===== config.mk =====
export PLATFORM = sky130hd
export DESIGN_NAME = uart_byte_rx
export DESIGN_NICKNAME = d
export VERILOG_FILES = /design/src/rtl/uart_pkg.sv /design/src/rtl/uart_baud_tick.sv /design/src/rtl/uart_byte_rx.sv
export SDC_FILE = /design/constraint.sdc
export NUM_CORES = 1
export LEC_CHECK = 0
export ABC_AREA = 0
export CAP_MARGIN = 30
export CORE_UTILIZATION = 25
export DETAILED_ROUTE_END_ITERATION = 10
export GPL_TIMING_DRIVEN = 0
export SLEW_MARGIN = 20
export SYNTH_ARGS = -nofsm -noshare
export SYNTH_HDL_FRONTEND = slang
export SYNTH_SLANG_ARGS = --single-unit

===== constraint.sdc =====
create_clock -name clk -period 45.2 [get_ports clk]
set_input_delay 9.04 -clock clk [delete_from_list [all_inputs] [get_ports clk]]
set_output_delay 9.04 -clock clk [all_outputs]
set_load 0.05 [all_outputs]

===== src/rtl/uart_pkg.sv =====
// Shared UART definitions: baud table, divider helper, receiver FSM encoding.
package uart_pkg;

    localparam int unsigned OVERSAMPLE = 16;

    localparam logic [3:0] BAUD_9600   = 4'd0;
    localparam logic [3:0] BAUD_19200  = 4'd1;
    localparam logic [3:0] BAUD_38400  = 4'd2;
    localparam logic [3:0] BAUD_57600  = 4'd3;
    localparam logic [3:0] BAUD_115200 = 4'd4;

    typedef enum logic [1:0] {
        ST_IDLE  = 2'd0,
        ST_START = 2'd1,
        ST_DATA  = 2'd2,
        ST_STOP  = 2'd3
    } rx_state_e;

    // Clocks per oversample tick; unlisted selections fall back to 9600.
    function automatic logic [15:0] baud_div(input logic [3:0] sel, input int unsigned clk_freq);
        int unsigned rate;
        case (sel)
            BAUD_19200:  rate = 19200;
            BAUD_38400:  rate = 38400;
            BAUD_57600:  rate = 57600;
            BAUD_115200: rate = 115200;
            default:     rate = 9600;
        endcase
        return 16'(clk_freq / (rate * OVERSAMPLE));
    endfunction

endpackage


===== src/rtl/uart_baud_tick.sv =====
// Oversample tick divider: counts 0..div-1, pulses tick on the last count.
module uart_baud_tick (
    input  logic        clk,
    input  logic        reset,
    input  logic        clear,
    input  logic        enable,
    input  logic [15:0] div,
    output logic        tick
);

    logic [15:0] cnt;

    assign tick = enable && !clear && (cnt == div - 16'd1);

    always_ff @(posedge clk or posedge reset) begin
        if (reset) begin
            cnt <= '0;
        end else if (clear || !enable || tick) begin
            cnt <= '0;
        end else begin
            cnt <= cnt + 16'd1;
        end
    end

endmodule


===== src/rtl/uart_byte_rx.sv =====
// 8N1 UART receiver with 16x oversampling and 3-sample majority vote.
// Handshake: rx_done / frame_err are single-cycle strobes with no back-pressure; data holds until the next good frame.
module uart_byte_rx
    import uart_pkg::*;
#(
    parameter int unsigned CLK_FREQ = 50_000_000
) (
    input  logic       clk,
    input  logic       reset,
    input  logic       uart_rx,
    input  logic [3:0] baud_set,
    output logic [7:0] data,
    output logic       rx_done,
    output logic       frame_err,
    output rx_state_e  state_dbg
);

    logic       rx_meta, rx_sync, rx_prev;
    logic       fall;
    rx_state_e  state, state_n;
    logic [3:0] s_cnt, s_n;
    logic [2:0] bit_idx, idx_n;
    logic [7:0] shreg, shreg_n;
    logic [1:0] smp, smp_n;
    logic [7:0] data_n;
    logic       done_n, ferr_n;
    logic [3:0] baud_lat, baud_n;
    logic       div_clear;
    logic       tick;
    logic       maj;

    always_ff @(posedge clk or posedge reset) begin
        if (reset) begin
            rx_meta <= 1'b1;
            rx_sync <= 1'b1;
            rx_prev <= 1'b1;
        end else begin
            rx_meta <= uart_rx;
            rx_sync <= rx_meta;
            rx_prev <= rx_sync;
        end
    end

    assign fall = rx_prev && !rx_sync;

    uart_baud_tick u_tick (
        .clk    (clk),
        .reset  (reset),
        .clear  (div_clear),
        .enable (state != ST_IDLE),
        .div    (baud_div(baud_lat, CLK_FREQ)),
        .tick   (tick)
    );

    // Third vote is the live synchronized line on the s=9 tick.
    assign maj = (smp[0] & smp[1]) | (smp[0] & rx_sync) | (smp[1] & rx_sync);

    always_comb begin
        state_n   = state;
        s_n       = s_cnt;
        idx_n     = bit_idx;
        shreg_n   = shreg;
        smp_n     = smp;
        data_n    = data;
        done_n    = 1'b0;
        ferr_n    = 1'b0;
        baud_n    = baud_lat;
        div_clear = 1'b0;

        if (tick) begin
            s_n = s_cnt + 4'd1;
            if (s_cnt == 4'd7) smp_n[0] = rx_sync;
            if (s_cnt == 4'd8) smp_n[1] = rx_sync;
        end

        case (state)
            ST_IDLE: begin
                s_n = 4'd0;
                if (fall) begin
                    state_n   = ST_START;
                    div_clear = 1'b1;
                    baud_n    = baud_set;
                end
            end
            ST_START: begin
                if (tick) begin
                    if (s_cnt == 4'd9 && maj) begin
                        state_n = ST_IDLE;
                    end else if (s_cnt == 4'd15) begin
                        state_n = ST_DATA;
                        idx_n   = 3'd0;
                    end
                end
            end
            ST_DATA: begin
                if (tick) begin
                    if (s_cnt == 4'd9) shreg_n = {maj, shreg[7:1]};
                    if (s_cnt == 4'd15) begin
                        if (bit_idx == 3'd7) state_n = ST_STOP;
                        else                 idx_n   = bit_idx + 3'd1;
                    end
                end
            end
            ST_STOP: begin
                // Leave at mid-stop so a back-to-back start edge is not missed.
                if (tick && s_cnt == 4'd9) begin
                    state_n = ST_IDLE;
                    if (maj) begin
                        data_n = shreg;
                        done_n = 1'b1;
                    end else begin
                        ferr_n = 1'b1;
                    end
                end
            end
            default: state_n = ST_IDLE;
        endcase
    end

    always_ff @(posedge clk or posedge reset) begin
        if (reset) begin
            state     <= ST_IDLE;
            s_cnt     <= '0;
            bit_idx   <= '0;
            shreg     <= '0;
            smp       <= '0;
            data      <= '0;
            rx_done   <= 1'b0;
            frame_err <= 1'b0;
            baud_lat  <= '0;
        end else begin
            state     <= state_n;
            s_cnt     <= s_n;
            bit_idx   <= idx_n;
            shreg     <= shreg_n;
            smp       <= smp_n;
            data      <= data_n;
            rx_done   <= done_n;
            frame_err <= ferr_n;
            baud_lat  <= baud_n;
        end
    end

    assign state_dbg = state;

endmodule

==> impl_metrics.yaml, run 1 <==
run_status:
  run_status: "finished, final reports clean"
timing:
  slew_headroom: 0.342
  post-route-period-util: 0.932
  fin_skew_ns: 0.00724
  worst_pin_slew_ns: 0.987
  setup_violations: 0
  min_period_ns: 42.14
  rsz0062_at_grt: "false"
  fmaxAchievable_mhz: 23.7
  maxSlewViolCount: 0
  timing_hold_violations_final: 0
  setup-tns-final_ns: 0
  finalWorstSetupSlack_ns: 3.06
setup_path:
  crit_required_ns: 45.37
  critical_path_class: "register to register"
  crit_path_end_kind: "register"
  cp-start-kind: "register"
  critPathMaxStageDelay_ns: 0.55
  cpMostUsedCell: "ha_1"
  cp.arrival_ns: 42.31
  critPathSlowestCell: "or4_1"
  crit_path_max_fanout: 10
final_layout:
  mostFrequentLayoutCell: "nor2_1"
  layout.nets: 1554
  areaGrowthSynthToFinish_pct: 13.3
  diodes: 0
  final_cell_mix: "135 x nor2_1, 119 x ha_1, 103 x a21oi_1"
  drive_above_1_share: 0.127
  stdcell_count: 1961
detailed_routing:
  drt-pass1-iter-count: 7
  drt_iter0_markers: 890
  post-route-drc-count: 0
  drt-total-wl_mm: 30.7
  final_antenna_net_count: 0
  drt-vias-per-instance: 5.39
  vias: 10600
  routedWlPerCell_um: 15.7
clock_network:
  clock_sinks: 52
  cts_root_buf: "clkbuf_16"
  clkTransAtPathRegs_ns: 0.07
  hold_buffers: 0
  cts_buffers: 5
  clock_path_buffers: 2
  cts_tree: "done"
  htree_levels: 2
  clk_latency_ns: 0.28
global_routing:
  grt_overflow: 0
  grt_pass1_wl_mm: 50.4
  first_global_vias: 10100
  grt_usage: 0.142
  antenna_found_initial: 0
  grt_max_degree: 30
place:
  place_hpwl_mm: 24.4
  placed_cells_incl_taps: 1932
  routabilityCongestion: 0.913
  io_buffers: 18
  preCtsSetupSlack_ns: 0.222
logic_synthesis:
  ys.flop_type: "dfrtp_1"
  synth.distinct_cells: 103
  yosys_warnings: 0
  synth.avg_cell_area_sq_um: 7.64
  synth-edff-count: 0
  synthCells: 1374
  synth-async-reset-ratio: 1.00
  syn-cell-area_sq_um: 10500
  yosysSeqAreaShare: 0.124
  ys_ff_latch: 52
worst_hold_path:
  holdCritPathClass: "register to register"
flow_run:
  drv_cap: 0
die:
  die_width_um: 207
  core_area_sq_um: 41100
  die-area_sq_um: 42800
  start_util: 0.255
  die_y_um: 207
  row_count: 74
  pin_count: 19
path summary, 6_finish.rpt:
check / from / end / slack [ns] / depth (start not counted)
setup / recovery: baud_lat[1] / shreg[5] / 3.06 / 185
hold / removal: rx_meta / rx_sync / 0.36 / 0
setup reg to reg: baud_lat[1] / shreg[5] / 3.06 / 185
hold reg to reg: rx_meta / rx_sync / 0.36 / 0
max in group asynchronous: reset / u_tick.cnt[2] / 35.57 / 3
min in group asynchronous: reset / data[0] / 9.11 / 2
flip-flops by register name, indices dropped and copies added, names as in the netlist, named ones only:
| signal | flops |
|---|---|
| rx_meta | 1 |
| data | 8 |
| frame_err | 1 |
| rx_done | 1 |
| bit_idx | 3 |
| smp | 2 |
| u_tick.cnt | 16 |
| baud_lat | 4 |
| rx_prev | 1 |
| state_dbg | 1 |
| s_cnt | 4 |
| rx_sync | 1 |
| shreg | 8 |
through the flow:
stage	cell area (sq um)	hold slack, ns	util
floorplan	10500	0.345	-
global placement	11400	0.347	0.276
detailed placement	11400	0.348	0.278
CTS	11600	0.362	0.282
global route	11900	0.364	0.289
finish	11900	0.361	0.289
final cells by class:
cell class / count / area [sq um]
timing repair buffer: 46 / 419
multi-input combinational: 1233 / 8920
inverter: 38 / 150
tap: 532 / 666
fill: 4479 / 29200
buffer: 52 / 272
clock buffer: 6 / 129
sequential: 52 / 1310
clock inverter: 2 / 35.0
cells by family after synthesis:
kind of cell    Yosys count  share of synthesized area
simple gates            499                      0.245
compound gates          447                      0.295
fa+ha+maj               120                      0.143
xor+xnor                 97                     0.0809
buf+inv                  93                     0.0387
mux                      65                     0.0729
flops                    52                      0.124
other cells               1                   0.000357
layer usage:
layer | global-route usage | vias to the layer above | share of wire
met4 | 0.0422 | 0 | 0.023
met3 | 0.00958 | 41 | 0.037
met1 | 0.193 | 4988 | 0.48
met2 | 0.240 | 246 | 0.46
li1 | - | 5286 | -
met5 | 0 | - | 0
synthesized netlist by cell type (29+ instances only):
cell type / instances / share of area
a21o_1: 38 / 0.027
a21oi_1: 104 / 0.050
clkbuf_1: 29 / 0.010
dfrtp_1: 49 / 0.12
ha_1: 119 / 0.14
inv_1: 37 / 0.013
mux2_2: 33 / 0.035
nand2_1: 100 / 0.036
nand3_1: 52 / 0.025
nor2_1: 137 / 0.049
nor3_1: 31 / 0.015
o21a_1: 32 / 0.023
o21ai_0: 76 / 0.036
xnor2_1: 64 / 0.053
xor2_1: 33 / 0.028
worst max-delay path: cells and delay by family, from the launching register on:
kind            cells  cell delay, ns
compound gates     93           19.78
xor+xnor            2            0.33
fa+ha+maj          18            5.46
buf+inv            27            5.48
flops               1            0.38
mux                 5            1.69
simple gates       40            8.86
what timing repair did:
action                                  in CTS  in global routing
setup buffers                                0                 22
endpoints found under the setup margin       1                 45
pin swaps                                    0                  5
gates resized for setup                      1                 45
Power of run 1 is left out: the tool's default activity adds up to more than one toggle a clock period on the data nets, which glitch-free logic cannot reach.
==> inputs of run 2 (changes only) <==
--- a/config.mk
+++ b/config.mk
@@ -10,7 +10,6 @@
 export CORE_UTILIZATION = 25
 export DETAILED_ROUTE_END_ITERATION = 10
 export GPL_TIMING_DRIVEN = 0
-export SLEW_MARGIN = 20
 export SYNTH_ARGS = -nofsm -noshare
 export SYNTH_HDL_FRONTEND = slang
 export SYNTH_SLANG_ARGS = --single-unit
==> impl_metrics.yaml, run 2 (synthesized netlist as in run 1, its figures left out) <==
die:
  start_util: 0.255
  core_area_sq_um: 41100
  die_width_um: 207
  row_count: 74
  die_y_um: 207
  die-area_sq_um: 42800
  pin_count: 19
clock_network:
  cts_buffers: 5
  cts_root_buf: "clkbuf_16"
  hold_buffers: 0
  clock_path_buffers: 2
  clkTransAtPathRegs_ns: 0.07
  cts_tree: "done"
  clk_latency_ns: 0.28
  clock_sinks: 52
  htree_levels: 2
setup_path:
  reg2reg_to: "shreg[5]"
  r2r_slack_ns: 3.15
  crit_path_max_fanout: 10
  r2r_start: "baud_lat[1]"
  critical_path_class: "register to register"
  r2r_cells: 187
  critPathMaxStageDelay_ns: 0.54
  crit_required_ns: 45.36
  crit_path_end_kind: "register"
  crit_end: "shreg[5]"
  cpMostUsedCell: "ha_1"
  crit_start: "baud_lat[1]"
  cp-start-kind: "register"
  cp.arrival_ns: 42.21
  critPathSlowestCell: "or4_1"
global_routing:
  grt_pass1_wl_mm: 49.8
  grt_max_degree: 30
  first_global_vias: 10100
  antenna_found_initial: 0
  grt_usage: 0.140
  grt_overflow: 0
final_layout:
  regMostFlops: "u_tick.cnt"
  layout.nets: 1552
  num-fill-cells: 4433
  areaGrowthSynthToFinish_pct: 13.2
  mostFrequentLayoutCell: "nor2_1"
  stdcell_count: 1959
  largest_reg_flops: 16
  diodes: 0
  drive_above_1_share: 0.125
  final_cell_mix: "135 x nor2_1, 119 x ha_1, 103 x a21oi_1"
  reg_top3: "u_tick.cnt (16), data (8), shreg (8)"
detailed_routing:
  drt-vias-per-instance: 5.38
  post-route-drc-count: 0
  routedWlPerCell_um: 15.5
  vias: 10500
  drt-total-wl_mm: 30.4
  final_antenna_net_count: 0
  drt_iter0_markers: 808
  drt-pass1-iter-count: 8
timing:
  finalWorstSetupSlack_ns: 3.15
  min_period_ns: 42.05
  timing_hold_violations_final: 0
  maxSlewViolCount: 0
  post-route-period-util: 0.930
  hold_ws_ns: 0.357
  setup-tns-final_ns: 0
  fmaxAchievable_mhz: 23.8
  worst_pin_slew_ns: 0.984
  setup_violations: 0
  fin_skew_ns: 0.00717
  slew_headroom: 0.343
place:
  placed_cells_incl_taps: 1934
  place_hpwl_mm: 24.3
  preCtsSetupSlack_ns: 0.552
  io_buffers: 18
  routabilityCongestion: 0.913
worst_hold_path:
  holdCritPathClass: "register to register"
run_status:
  run_status: "finished, final reports clean"
flow_run:
  drv_cap: 0
run 2: cell count changes in the layout (fill, tap and decap cells not counted), moves of 2 or more:
cell and change:
buf_8 +3, a2111oi_0 +2, a2111oi_1 -2, clkbuf_2 -2, o21ai_2 +2
run 2: what timing repair did:
action                                  in CTS  in global routing
setup buffers                                0                 19
endpoints found under the setup margin       0                 45
resized for setup                            0                 43
run 2: layer usage:
layer / GRT usage / wire [um]
met5: 0 / 0
met4: 0.0368 / 632
met3: 0.0119 / 1310
met2: 0.240 / 14000
met1: 0.187 / 14400
run 2: critical path, delay by kind of cell, from the launching register on:
family,cells,cell delay [ns]
mux,6,2.07
simple gates,42,8.56
flops,1,0.37
fa+ha+maj,18,5.50
compound gates,92,19.15
xor+xnor,2,0.33
buf+inv,27,5.86
run 2: metrics by stage:
step	area, sq um	util
CTS	11600	0.283
global placement	11400	0.276
floorplan	10500	-
detailed placement	11500	0.279
global route	11900	0.289
finish	11900	0.289
run 2: worst min path at each step:
stage                 start  slack (ns)  cells past startpoint  endpoint
global route        rx_meta        0.36                      0   rx_sync
detailed placement  rx_meta        0.35                      0   rx_sync
floorplan           rx_meta        0.35                      0   rx_sync
global placement    rx_meta        0.35                      0   rx_sync
finish              rx_meta        0.36                      0   rx_sync
CTS                 rx_meta        0.36                      0   rx_sync
run 2: area by class of cell:
| cell class | count | area [sq um] | share of cell area |
|---|---|---|---|
| timing repair buffer | 44 | 407 | 0.0342 |
| inverter | 38 | 150 | 0.0126 |
| tap | 532 | 666 | 0.0560 |
| clock inverter | 3 | 42.5 | 0.00358 |
| sequential | 52 | 1310 | 0.110 |
| clock buffer | 5 | 125 | 0.0105 |
| multi-input combinational | 1233 | 8930 | 0.751 |
| buffer | 52 | 268 | 0.0225 |
Power of run 2 is left out for the same reason.
